<file path="src/rtl/bkm_steps_ctrl_pkg.sv">
// Shared BKM definitions: controller FSM states, operand format codes and mode codes.
package bkm_steps_ctrl_pkg;

    typedef enum logic [2:0] {
        ST_IDLE  = 3'd0,
        ST_LOAD  = 3'd1,
        ST_STEP  = 3'd2,
        ST_DRAIN = 3'd3,
        ST_DONE  = 3'd4
    } bkm_state_e;

    localparam logic MODE_E = 1'b0;
    localparam logic MODE_L = 1'b1;

    localparam logic [1:0] FMT_0    = 2'b00;
    localparam logic [1:0] FMT_1    = 2'b01;
    localparam logic [1:0] FMT_2    = 2'b10;
    localparam logic [1:0] FMT_RSVD = 2'b11;

    function automatic logic fmt_reserved(input logic [1:0] fmt);
        return fmt == FMT_RSVD;
    endfunction

endpackage

</file>
<file path="src/rtl/bkm_step_counter.sv">
// Step/drain counter: synchronous clear, enable-gated wrapping increment and a
// terminal-count flag against a run-time last value.
module bkm_step_counter #(
    parameter int W = 6
) (
    input  logic         clk,
    input  logic         arst,
    input  logic         en,
    input  logic         clear,
    input  logic         inc,
    input  logic [W-1:0] last,
    output logic [W-1:0] count,
    output logic         tc
);

    assign tc = (count == last);

    always_ff @(posedge clk or posedge arst) begin
        if (arst) begin
            count <= '0;
        end else if (en) begin
            if (clear) begin
                count <= '0;
            end else if (inc) begin
                count <= tc ? '0 : count + W'(1);
            end
        end
    end

endmodule

</file>
<file path="src/rtl/bkm_steps_ctrl.sv">
// BKM iteration controller: sequences operand load, N iteration steps and the
// datapath drain, with abort, clock-enable stall and reserved-format rejection.
module bkm_steps_ctrl
    import bkm_steps_ctrl_pkg::*;
#(
    parameter int WC    = 16,
    parameter int WD    = 64,
    parameter int LOG2N = 6,
    parameter int LAT   = 1
) (
    input  logic             clk,
    input  logic             arst,
    input  logic             enable,
    input  logic             start,
    input  logic             abort,
    input  logic             mode,
    input  logic [1:0]       format,
    output logic             busy,
    output logic             load,
    output logic             step_en,
    output logic [LOG2N-1:0] step_idx,
    output logic             mode_q,
    output logic [1:0]       format_q,
    output logic             done,
    output logic             aborted,
    output logic             err_fmt
);

    localparam int N          = 1 << LOG2N;
    localparam int CW         = (LOG2N > 3) ? LOG2N : 3;
    localparam int DRAIN_LAST = (LAT > 0) ? LAT - 1 : 0;

    // WC/WD only travel with the datapath; this empty guard names unsupported configurations.
    if (WC < 1 || WD < 1 || LAT < 0 || LAT > 7) begin : g_unsupported_config
    end

    bkm_state_e    state_q, state_d;
    logic          capture;
    logic          abort_ok;
    logic          err_d;
    logic          aborted_q;
    logic          err_q;
    logic [CW-1:0] cnt;
    logic [CW-1:0] cnt_last;
    logic          cnt_tc;

    // One counter serves both phases; its terminal value follows the state.
    assign cnt_last = (state_q == ST_STEP) ? CW'(N - 1) : CW'(DRAIN_LAST);

    bkm_step_counter #(.W(CW)) u_counter (
        .clk   (clk),
        .arst  (arst),
        .en    (enable),
        .clear (abort_ok),
        .inc   ((state_q == ST_STEP) || (state_q == ST_DRAIN)),
        .last  (cnt_last),
        .count (cnt),
        .tc    (cnt_tc)
    );

    // NOTE: async reset covers only control state; every sequential update uses <= so
    // all registers sample the same pre-edge values.
    always_ff @(posedge clk or posedge arst) begin
        if (arst) begin
            state_q   <= ST_IDLE;
            mode_q    <= 1'b0;
            format_q  <= 2'b00;
            aborted_q <= 1'b0;
            err_q     <= 1'b0;
        end else begin
            state_q <= state_d;
            if (capture) begin
                mode_q   <= mode;
                format_q <= format;
            end
            if (enable) begin
                aborted_q <= abort_ok;
                err_q     <= err_d;
            end
        end
    end

    // NOTE: every signal gets a default before the case so no latch is inferred.
    always_comb begin
        state_d  = state_q;
        capture  = 1'b0;
        abort_ok = 1'b0;
        err_d    = 1'b0;
        if (enable) begin
            case (state_q)
                ST_IDLE: begin
                    if (start && !abort) begin
                        if (fmt_reserved(format)) begin
                            err_d = 1'b1;
                        end else begin
                            state_d = ST_LOAD;
                            capture = 1'b1;
                        end
                    end
                end
                ST_LOAD: begin
                    if (abort) abort_ok = 1'b1;
                    else       state_d  = ST_STEP;
                end
                ST_STEP: begin
                    if (abort)       abort_ok = 1'b1;
                    else if (cnt_tc) state_d  = (LAT > 0) ? ST_DRAIN : ST_DONE;
                end
                ST_DRAIN: begin
                    if (abort)       abort_ok = 1'b1;
                    else if (cnt_tc) state_d  = ST_DONE;
                end
                ST_DONE: begin
                    // done is already committed, so abort has no effect here
                    if (start && !fmt_reserved(format)) begin
                        state_d = ST_LOAD;
                        capture = 1'b1;
                    end else begin
                        state_d = ST_IDLE;
                    end
                end
                default: state_d = ST_IDLE;
            endcase
            if (abort_ok) state_d = ST_IDLE;
        end
    end

    always_comb begin
        busy     = (state_q != ST_IDLE);
        load     = enable && (state_q == ST_LOAD);
        step_en  = enable && (state_q == ST_STEP);
        done     = enable && (state_q == ST_DONE);
        aborted  = enable && aborted_q;
        err_fmt  = enable && err_q;
        step_idx = (state_q == ST_STEP) ? cnt[LOG2N-1:0] : '0;
    end

endmodule

</file>
<file path="config.mk">
export PLATFORM = sky130hd
export DESIGN_NAME = bkm_steps_ctrl
export DESIGN_NICKNAME = d
export VERILOG_FILES = /design/src/rtl/bkm_steps_ctrl_pkg.sv /design/src/rtl/bkm_step_counter.sv /design/src/rtl/bkm_steps_ctrl.sv
export SDC_FILE = /design/constraint.sdc
export NUM_CORES = 1
export LEC_CHECK = 0
export CORE_MARGIN = 3
export CORE_UTILIZATION = 43
export CTS_CLUSTER_SIZE = 40
export DETAILED_ROUTE_END_ITERATION = 6
export GPL_ROUTABILITY_DRIVEN = 0
export MAX_ROUTING_LAYER = met4
export PLACE_DENSITY = 0.77
export SETUP_SLACK_MARGIN = 0.5
export SYNTH_ARGS = -nofsm -noshare
export SYNTH_HDL_FRONTEND = slang
export SYNTH_SLANG_ARGS = --single-unit
export TNS_END_PERCENT = 50
</file>
<file path="constraint.sdc">
create_clock -name clk -period 2.38 [get_ports clk]
set_clock_uncertainty 0.15 [all_clocks]
set_input_delay 0.357 -clock clk [delete_from_list [all_inputs] [get_ports clk]]
set_output_delay 0.357 -clock clk [all_outputs]
set_load 0.005 [all_outputs]
</file>
## Word-level counts from Yosys, hierarchy flattened

Index checks and enable logic that the tools add are counted.

- $add $sub $neg: 1
- Equal/unequal tests: 13
- Multiplexer cells: 27
- Reductions and logical operators: 16

Operators by type and width:

| kind | count |
|---|---|
| 6-bit two-way mux | 5 |
| 3-bit two-way mux | 8 |
| 3-bit one-hot mux with 5 select lines | 1 |
| 1-bit two-way mux | 12 |
| 3-bit inequality test, second input constant | 3 |
| 8-bit AND reduction | 1 |
| 1-bit logical AND | 7 |
| 6-bit by 1-bit adder with 6-bit output, second input constant | 1 |
| 3-bit by 2-bit == test with 1-bit output, second input constant | 2 |
| 6-bit == test | 1 |
| 3-bit by 1-bit inequality test with 1-bit output, second input constant | 2 |
| 3-bit by 2-bit inequality test with 1-bit output, second input constant | 2 |
| 3-bit by 1-bit == test with 1-bit output, second input constant | 1 |
| 3-bit == test, second input constant | 1 |
| 3-bit logical NOT | 1 |
| 3-bit nonzero test | 1 |
| 3-bit OR reduction | 1 |
| 2-bit == test, second input constant | 1 |
| 1-bit logical NOT | 2 |
| 1-bit one-hot mux with 2 select lines | 1 |
| 2-bit AND reduction | 1 |
| 2-bit nonzero test | 1 |
| 1-bit logical OR | 1 |

- Bits in registers: 14
- Word-level logic and storage cells: 63

## Logic depth before layout (Yosys ltp)

Gate-level depths: netlist of the first run.

- Depth in word-level cells: 7
- Mapped depth: 8
- Depth with buffers taken out: 7

## Cells and area by module

A second synthesis of the first run with hierarchy kept.

- Cell total of the unflattened synthesis: 101
- Area total of the unflattened synthesis: 943.4 µm²

By module, submodules not included:

| module | times used | cells an instance | area each (µm²) | sequential area each (µm²) |
|---|---|---|---|---|
| bkm_steps_ctrl | 1 | 61 | 548.0 | 200.2 |
| bkm_step_counter | 1 | 40 | 395.4 | 150.1 |

## Least setup slack after synthesis of the first run

OpenSTA, ideal clock, no wires.

- Path type: reg2reg
- Start point: register state_q[2]
- End point: register state_q[0]
- Library setup time: 0.124 ns
- Arrival time: 2.101 ns
- Required time: 2.106 ns
- Slack: 0.005 ns
- Stages on the path, launching flop included: 9
- Path through: dfrtp_1 > buf_6 > or3b_2 > inv_1 > ha_1 > and4b_1 > a211oi_4 > a21oi_4 > a211o_1

- Word-level cells in the longest chain between the ends: 6
- Elaborated cells on any way between the ends: 20
- Classes of those cells: eq/ne: 12; mux: 5; reduce/logical: 3

Ends and longest elaborated chain:

| item | line | text |
|---|---|---|
| from (decl) | bkm_steps_ctrl.sv:37 | `bkm_state_e state_q, state_d;` |
| from (signal assigned) | bkm_steps_ctrl.sv:71 | `state_q <= state_d;` |
| 3-bit by 2-bit == test with 1-bit output, or another cell as far along | bkm_steps_ctrl.sv:48, bkm_steps_ctrl.sv:90 |  |
| 3-bit OR reduction (no source line) | - |  |
| 1-bit two-way mux | - |  |
| 1-bit two-way mux | bkm_steps_ctrl.sv:89 | `if (enable) begin` |
| 3-bit inequality test (no source line), or another cell as far along | - |  |
| 8-bit AND reduction (no source line) | - |  |

Parallel ways exist; a longest one is shown, timed or not. The select of a mux whose other input is x is not followed.
A chain may end at the register's enable or synchronous reset.

## Worst setup path after layout of the first run

Same ends and word-level chain as after synthesis.

==> metrics.csv, run 1 <==
stage;metric;value;unit
timing;period_needed;2.21;ns
flow_run;drv_cap;0;
clocking;clk_pin_slew;0.09;ns
synthesis;synth_enable_flop_cells;0;
finish;insertedDiodeCount;0;
setup_path;end_kind;register;
finish;seq_area;350;um2
grt;top_usage_layer;met2;
power_and_ir_drop;p_int;0.618;mW
routing;wl_per_cell;15.7;um
power_and_ir_drop;seqPwrFrac;0.355;
timing;fin_crit_sh;0.928;
synthesis;synth_ff_type;dfrtp_1;
synthesis;avgSynthCellArea;9.19;um2
grt;grt-ovfl-total;0;
clocking;cts_buffer_depth;2;
timing;tightest_slew;0.554;ns
clocking;clkLatencyLatePin;0.29;ns
grt;use_met3;0.0256;
clocking;clkSinkCount;14;
power_and_ir_drop;p_switching;0.347;mW
grt;gr-usage-met1;0.246;
power_and_ir_drop;p_sw_frac;0.359;
finish;drive_gt1_frac;0.328;
timing;fmax;453;MHz
synthesis;ys_warn_count;0;
finish;finalInstanceArea;1330;um2
synthesis;synthesis.nets;111;
synthesis;netlist_area;928;um2
power_and_ir_drop;clockPowerShare;0.146;
outcome;status;completed;
routing;drt_iter0_drc;25;
timing;slew_violations;0;
timing;setup_tns;0;ns
clocking;cts_inserted_buffers;3;
setup_path;crit_type;register to register;
synthesis;synth_area_leaders;dfrtp_1 (38%), nand2_1 (3.6%), mux2_2 (3.6%);
grt;grt_max_degree;15;
setup_path;critPathLaunchType;register;
floorplanning;io_pins;23;
finish;multi_input_area;569;um2
synthesis;synth_largest_area_cell;dfrtp_1;
grt;use_met2;0.310;
timing;max-slew-margin-rel;0.630;
setup_path;cp_max_fo;5;
finish;synthToLayoutAreaGrowth;43.0;%
timing;rsz0062_at_grt;true;
power_and_ir_drop;ir_worst_vdd;0.000433;V
place;dpl_cell_area;1210;um2
routing;drc_errors;0;
floorplanning;die_height;52.5;um
synthesis;async_flop_share;1.00;
setup_path;critPathArrivalTime;2.24;ns
grt;gr-usage-all-layers;0.194;
routing;ant_nets;0;
setup_path;required;2.41;ns
routing;num_vias;934;
synthesis;syn_inst;101;
finish;final_net_count;146;
synthesis;synth_seq_area_share;0.377;
floorplanning;die_w;52.5;um
power_and_ir_drop;p_per_area;727;nW/um2
place;dp_hpwl;1680;um
timing;hold_violations;0;
routing;via_per_inst;5.80;
synthesis;synth_cell_types;40;
synthesis;ys_ff_latch;14;
floorplanning;core-area;2000;um2
floorplanning;rows;16;
clocking;cts_tree;built;
timing;setup_viol;0;
synthesis;yosysTopAreaCellShare;0.377;
finish;fillers;166;
power_and_ir_drop;p_leak;0.617;nW
place;port_buffers;22;
grt;grt_pass1_vias;849;
clocking;htree_levels;1;
floorplanning;dieArea;2750;um2
grt;antenna_found_initial;0;
routing;wl;2530;um
power_and_ir_drop;comb_power_share;0.499;
worst_hold_path;min_path_type;primary input to async pin;
routing;drt_first_pass_iters;5;
floorplanning;initial_core_util;0.464;
clocking;cts-root-buf;clkbuf_4;
grt;grt_pass1_wl;3840;um
[per-stage QoR]
stage / instances / utilization / power (mW) / setup slack (ns) / hold slack, ns
finish: 161 / 0.663 / 0.965 / 0.172 / 0.277
global route: 161 / 0.663 / 1.02 / 0.133 / 0.322
detailed placement: 150 / 0.605 / 0.746 / 0.0698 / 0.322
global placement: 150 / 0.605 / 0.731 / 0.132 / 0.322
floorplan: 101 / - / 0.566 / 0.207 / 0.0962
CTS: 157 / 0.631 / 0.915 / 0.210 / 0.293
[power groups by stage]
stage | clock (mW) | sequential (mW) | combinational, mW
floorplan | 0 | 0.337 | 0.228
global placement | 0 | 0.341 | 0.390
detailed placement | 0 | 0.345 | 0.400
CTS | 0.143 | 0.341 | 0.430
global route | 0.150 | 0.349 | 0.523
finish | 0.140 | 0.343 | 0.482
[critical path, cell delays in order, from the launching register on]
cell and delay, ns:
dfrtp_1 0.40, or3b_4 0.43, inv_4 0.09, ha_4 0.14, and4b_2 0.25, a211oi_4 0.27, a21oi_4 0.08, a211o_1 0.28
[cell usage after synthesis (all sizes together) (3+ instances only)]
| cell type | count |
|---|---|
| mux2 | 3 |
| and2 | 6 |
| a21oi | 7 |
| o31ai | 3 |
| inv | 6 |
| nor3 | 6 |
| nor2 | 7 |
| nand2 | 9 |
| o21ai | 4 |
| clkbuf | 4 |
| dfrtp | 14 |
[state kept, by name (all words and copies together) (netlist names)]
name and cells:
u_counter.count 6, state_q 3, format_q 2, aborted_q 1, err_q 1, mode_q 1
[final cells by class]
cell class,instances,share of cell area
multi-input cells,76,0.429
flip-flops and latches,14,0.264
repair buffers,35,0.246
well taps,27,0.0254
inverters,6,0.0189
clock buffers,3,0.0170
[cells in the final DEF (no fill, tap or decap), drive strengths merged, types with 2 or more instances in the layout]
cell and n:
or3 2, and2 6, nor3 6, clkbuf 3, inv 6, nor2 7
o31ai 3, a21oi 7, nor2b 2, nor3b 2, and3 2, mux2 3
clkdlybuf4s50 11, nand2 9, ha 2, dlygate4sd2 2, a211oi 2, buf 18
clkdlybuf4s15 3, dfrtp 14, mux2i 2, o21ai 4, and4b 2
[logic make-up after synthesis]
kind of cell,Yosys count,share of synthesized area
multiplexers,5,0.0579
buffers and inverters,11,0.0526
AO/OA/AOI/OAI,22,0.182
flip-flops,14,0.377
AND/OR/NAND/NOR,47,0.303
adder cells (fa/ha/maj),2,0.0269
[routing by layer]
metal	vias up	part of all wire
met3	9	0.040
li1	431	-
met5	-	0
met2	35	0.51
met1	459	0.42
met4	0	0.031
[worst paths after layout]
check                      depth (start not counted)                 end        from  slack (ns)
max                                                7          state_q[0]  state_q[2]        0.17
min                                                2  u_counter.count[4]        arst        0.28
max reg2reg                                        7          state_q[0]  state_q[2]        0.17
min reg2reg                                        2               err_q       err_q        0.34
max in group asynchronous                          2           aborted_q        arst        1.43
min in group clk                                   2               err_q       err_q        0.34
[what timing repair did]
item,CTS,global route
hold endpoints to repair,0,0
gates cloned,0,0
pin swaps,1,2
resized for setup,36,10
hold buffers,0,0
setup buffers,4,4
setup endpoints to repair,21,20
Power figures use the tool's default switching activity.
==> inputs of run 2 (changes only) <==
- CORE_MARGIN: 3 -> 2
- CTS_CLUSTER_DIAMETER: default -> 100
- TNS_END_PERCENT: 50 -> 20
==> run 2 against run 1 <==
  * Sequential power shrank 1%
  * Design area shrank 4.2%
  * Flip-flop and latch count is the same
  * First-iteration DRC count grew 28%
  * Die area shrank 7.5%
  * Sequential share of layout area grew 1.2 points
  * Via count shrank 6.0%
  * Clock power grew 26%
  * Count of clock-buffer cells in the layout grew 1
  * Register-to-register slack lost 0.03 ns
  * Non-clock buffer count shrank 3
==> metrics.csv, run 2 (synthesis gave the netlist of run 1 again) <==
stage;metric;value;unit;change
outcome;status;completed;;
routing;drt_iter0_drc;32;;+28%
setup_path;path_cells;or3b_4 -> inv_4 -> ha_4 -> and4b_2 -> a211oi_4 -> a21oi_4 -> a211o_1;;
routing;ant_nets;0;;unchanged
timing;fmax;447;MHz;-1.3%
setup_path;required;2.41;ns;about the same
routing;wl_per_cell;14.6;um;-6.8%
finish;insertedDiodeCount;0;;unchanged
floorplanning;core-area;2000;um2;unchanged
timing;hold_violations;0;;unchanged
clocking;cts_buffer_depth;2;;unchanged
finish;fillers;162;;-2.4%
routing;via_per_inst;5.52;;-4.8%
timing;setup_tns;0;ns;unchanged
finish;mostFrequentLayoutCell;dfrtp_1;;
grt;use_met3;0.0268;;+0.00114
place;port_buffers;22;;unchanged
clocking;clk_pin_slew;0.09;ns;about the same
routing;num_vias;878;;-6.0%
timing;fin_crit_sh;0.940;;+0.0119
routing;drc_errors;0;;unchanged
finish;largest_reg_flops;6;;unchanged
finish;reg.largest.list;u_counter.count (6), state_q (3), format_q (2);;
setup_path;critPathLaunchType;register;;
clocking;htree_levels;1;;unchanged
power_and_ir_drop;ir_worst_vdd;0.000461;V;+6.6%
place;dp.cells;149;;-0.67%
timing;rsz0062_at_grt;true;;
timing;tightest_slew;0.570;ns;+0.0157 ns
flow_run;drv_cap;0;;unchanged
floorplanning;die_height;50.5;um;-3.8%
setup_path;critical-path-max-stage-delay;0.41;ns;-0.02 ns
finish;final_net_count;143;;-2.1%
clocking;clkLatencyLatePin;0.28;ns;about the same
grt;grt-ovfl-total;0;;unchanged
finish;drive_gt1_frac;0.265;;-0.0632
floorplanning;initial_core_util;0.464;;unchanged
clocking;cts_inserted_buffers;3;;unchanged
finish;synthToLayoutAreaGrowth;36.9;%;
timing;setup_viol;0;;unchanged
grt;gr-usage-met1;0.273;;+0.0277
timing;period_needed;2.24;ns;+0.0284 ns
power_and_ir_drop;p_per_area;739;nW/um2;+1.7%
setup_path;critPathArrivalTime;2.26;ns;+0.02 ns
routing;drt_first_pass_iters;4;;-1
setup_path;end_kind;register;;
worst_hold_path;min_path_type;primary input to async pin;;
grt;grt_pass1_wl;3930;um;+2.3%
routing;wl;2330;um;-7.9%
grt;antenna_found_initial;0;;unchanged
finish;top_register;u_counter.count;;
clocking;cts_tree;built;;
setup_path;critPathSlowestCell;dfrtp_1;;
power_and_ir_drop;p_leak;0.593;nW;-3.9%
grt;top_usage_layer;met2;;
clocking;cts-root-buf;clkbuf_4;;
floorplanning;io_pins;23;;unchanged
setup_path;crit_type;register to register;;
grt;grt_pass1_vias;862;;+1.5%
setup_path;cp_top_family;compound AO/OA/AOI/OAI gates;;
floorplanning;die_w;50.5;um;-3.8%
finish;final_cell_mix;dfrtp_1 (14), clkdlybuf4s50_1 (13), buf_4 (10), nand2_1 (9);;
setup_path;path_buf_inv;1;;unchanged
place;dp_hpwl;1620;um;-3.6%
finish;seq_area;350;um2;unchanged
clocking;ctsHoldBuffers;0;;unchanged
clocking;clkSinkCount;14;;unchanged
floorplanning;rows;16;;unchanged
finish;final_cells;159;;-1.2%
floorplanning;dieArea;2550;um2;-7.5%
timing;slew_violations;0;;unchanged
setup_path;cp_max_fo;5;;unchanged
finish;multi_input_area;553;um2;-2.9%
grt;grt_max_degree;15;;unchanged
timing;max-slew-margin-rel;0.620;;-0.0105
grt;use_met2;0.325;;+0.0146
grt;gr-usage-all-layers;0.210;;+0.0152
## run 2: cell count changes in the layout (fill, tap and decap cells not counted), moves of 2 or more
cell	previous run	this run
buf_6	6	0
and2_4	2	0
dlygate4sd2_1	2	6
clkdlybuf4s15_2	3	0
clkdlybuf4s50_1	11	13
## run 2: final timing paths
check / start / endpoint / slack [ns] / cells past startpoint
worst max-delay path: state_q[2] / state_q[0] / 0.14 / 7
worst min-delay path: arst / mode_q / 0.26 / 2
worst max register to register: state_q[2] / state_q[0] / 0.14 / 7
worst min register to register: err_q / err_q / 0.34 / 2
max in group asynchronous: arst / u_counter.count[2] / 1.45 / 2
min in group clk: err_q / err_q / 0.34 / 2
## run 2: layout make-up
type / instances / share of cell area
Inverter: 6 / 0.0197
Sequential cell: 14 / 0.276
Tap cell: 27 / 0.0266
Multi-Input combinational cell: 76 / 0.435
Timing Repair Buffer: 32 / 0.215
Clock buffer: 4 / 0.0285
## run 2: report_power, final
group,internal [mW],switching (mW)
logic,0.237,0.188
registers,0.292,0.0457
clock network,0.0932,0.0841
## run 2: timing repair
action	CTS	global route
resized for setup	20	3
pin swaps	1	5
setup endpoints to repair	21	24
setup buffers	5	1
## run 2: routing by layer
layer / part of all wire / up-vias
li1: - / 427
met1: 0.45 / 418
met2: 0.48 / 24
met3: 0.037 / 9
met4: 0.030 / 0
met5: 0 / -
## run 2: through the flow
step / utilization / total power, mW / worst slack (ns) / instance area, um2 / hold slack, ns
after floorplan: - / 0.551 / 0.187 / 931 / 0.0962
after global placement: 0.594 / 0.709 / 0.140 / 1190 / 0.315
after detailed placement: 0.594 / 0.721 / 0.108 / 1190 / 0.316
after CTS: 0.622 / 0.919 / 0.168 / 1240 / 0.284
after global routing: 0.635 / 1.01 / 0.0959 / 1270 / 0.324
final: 0.635 / 0.940 / 0.144 / 1270 / 0.264
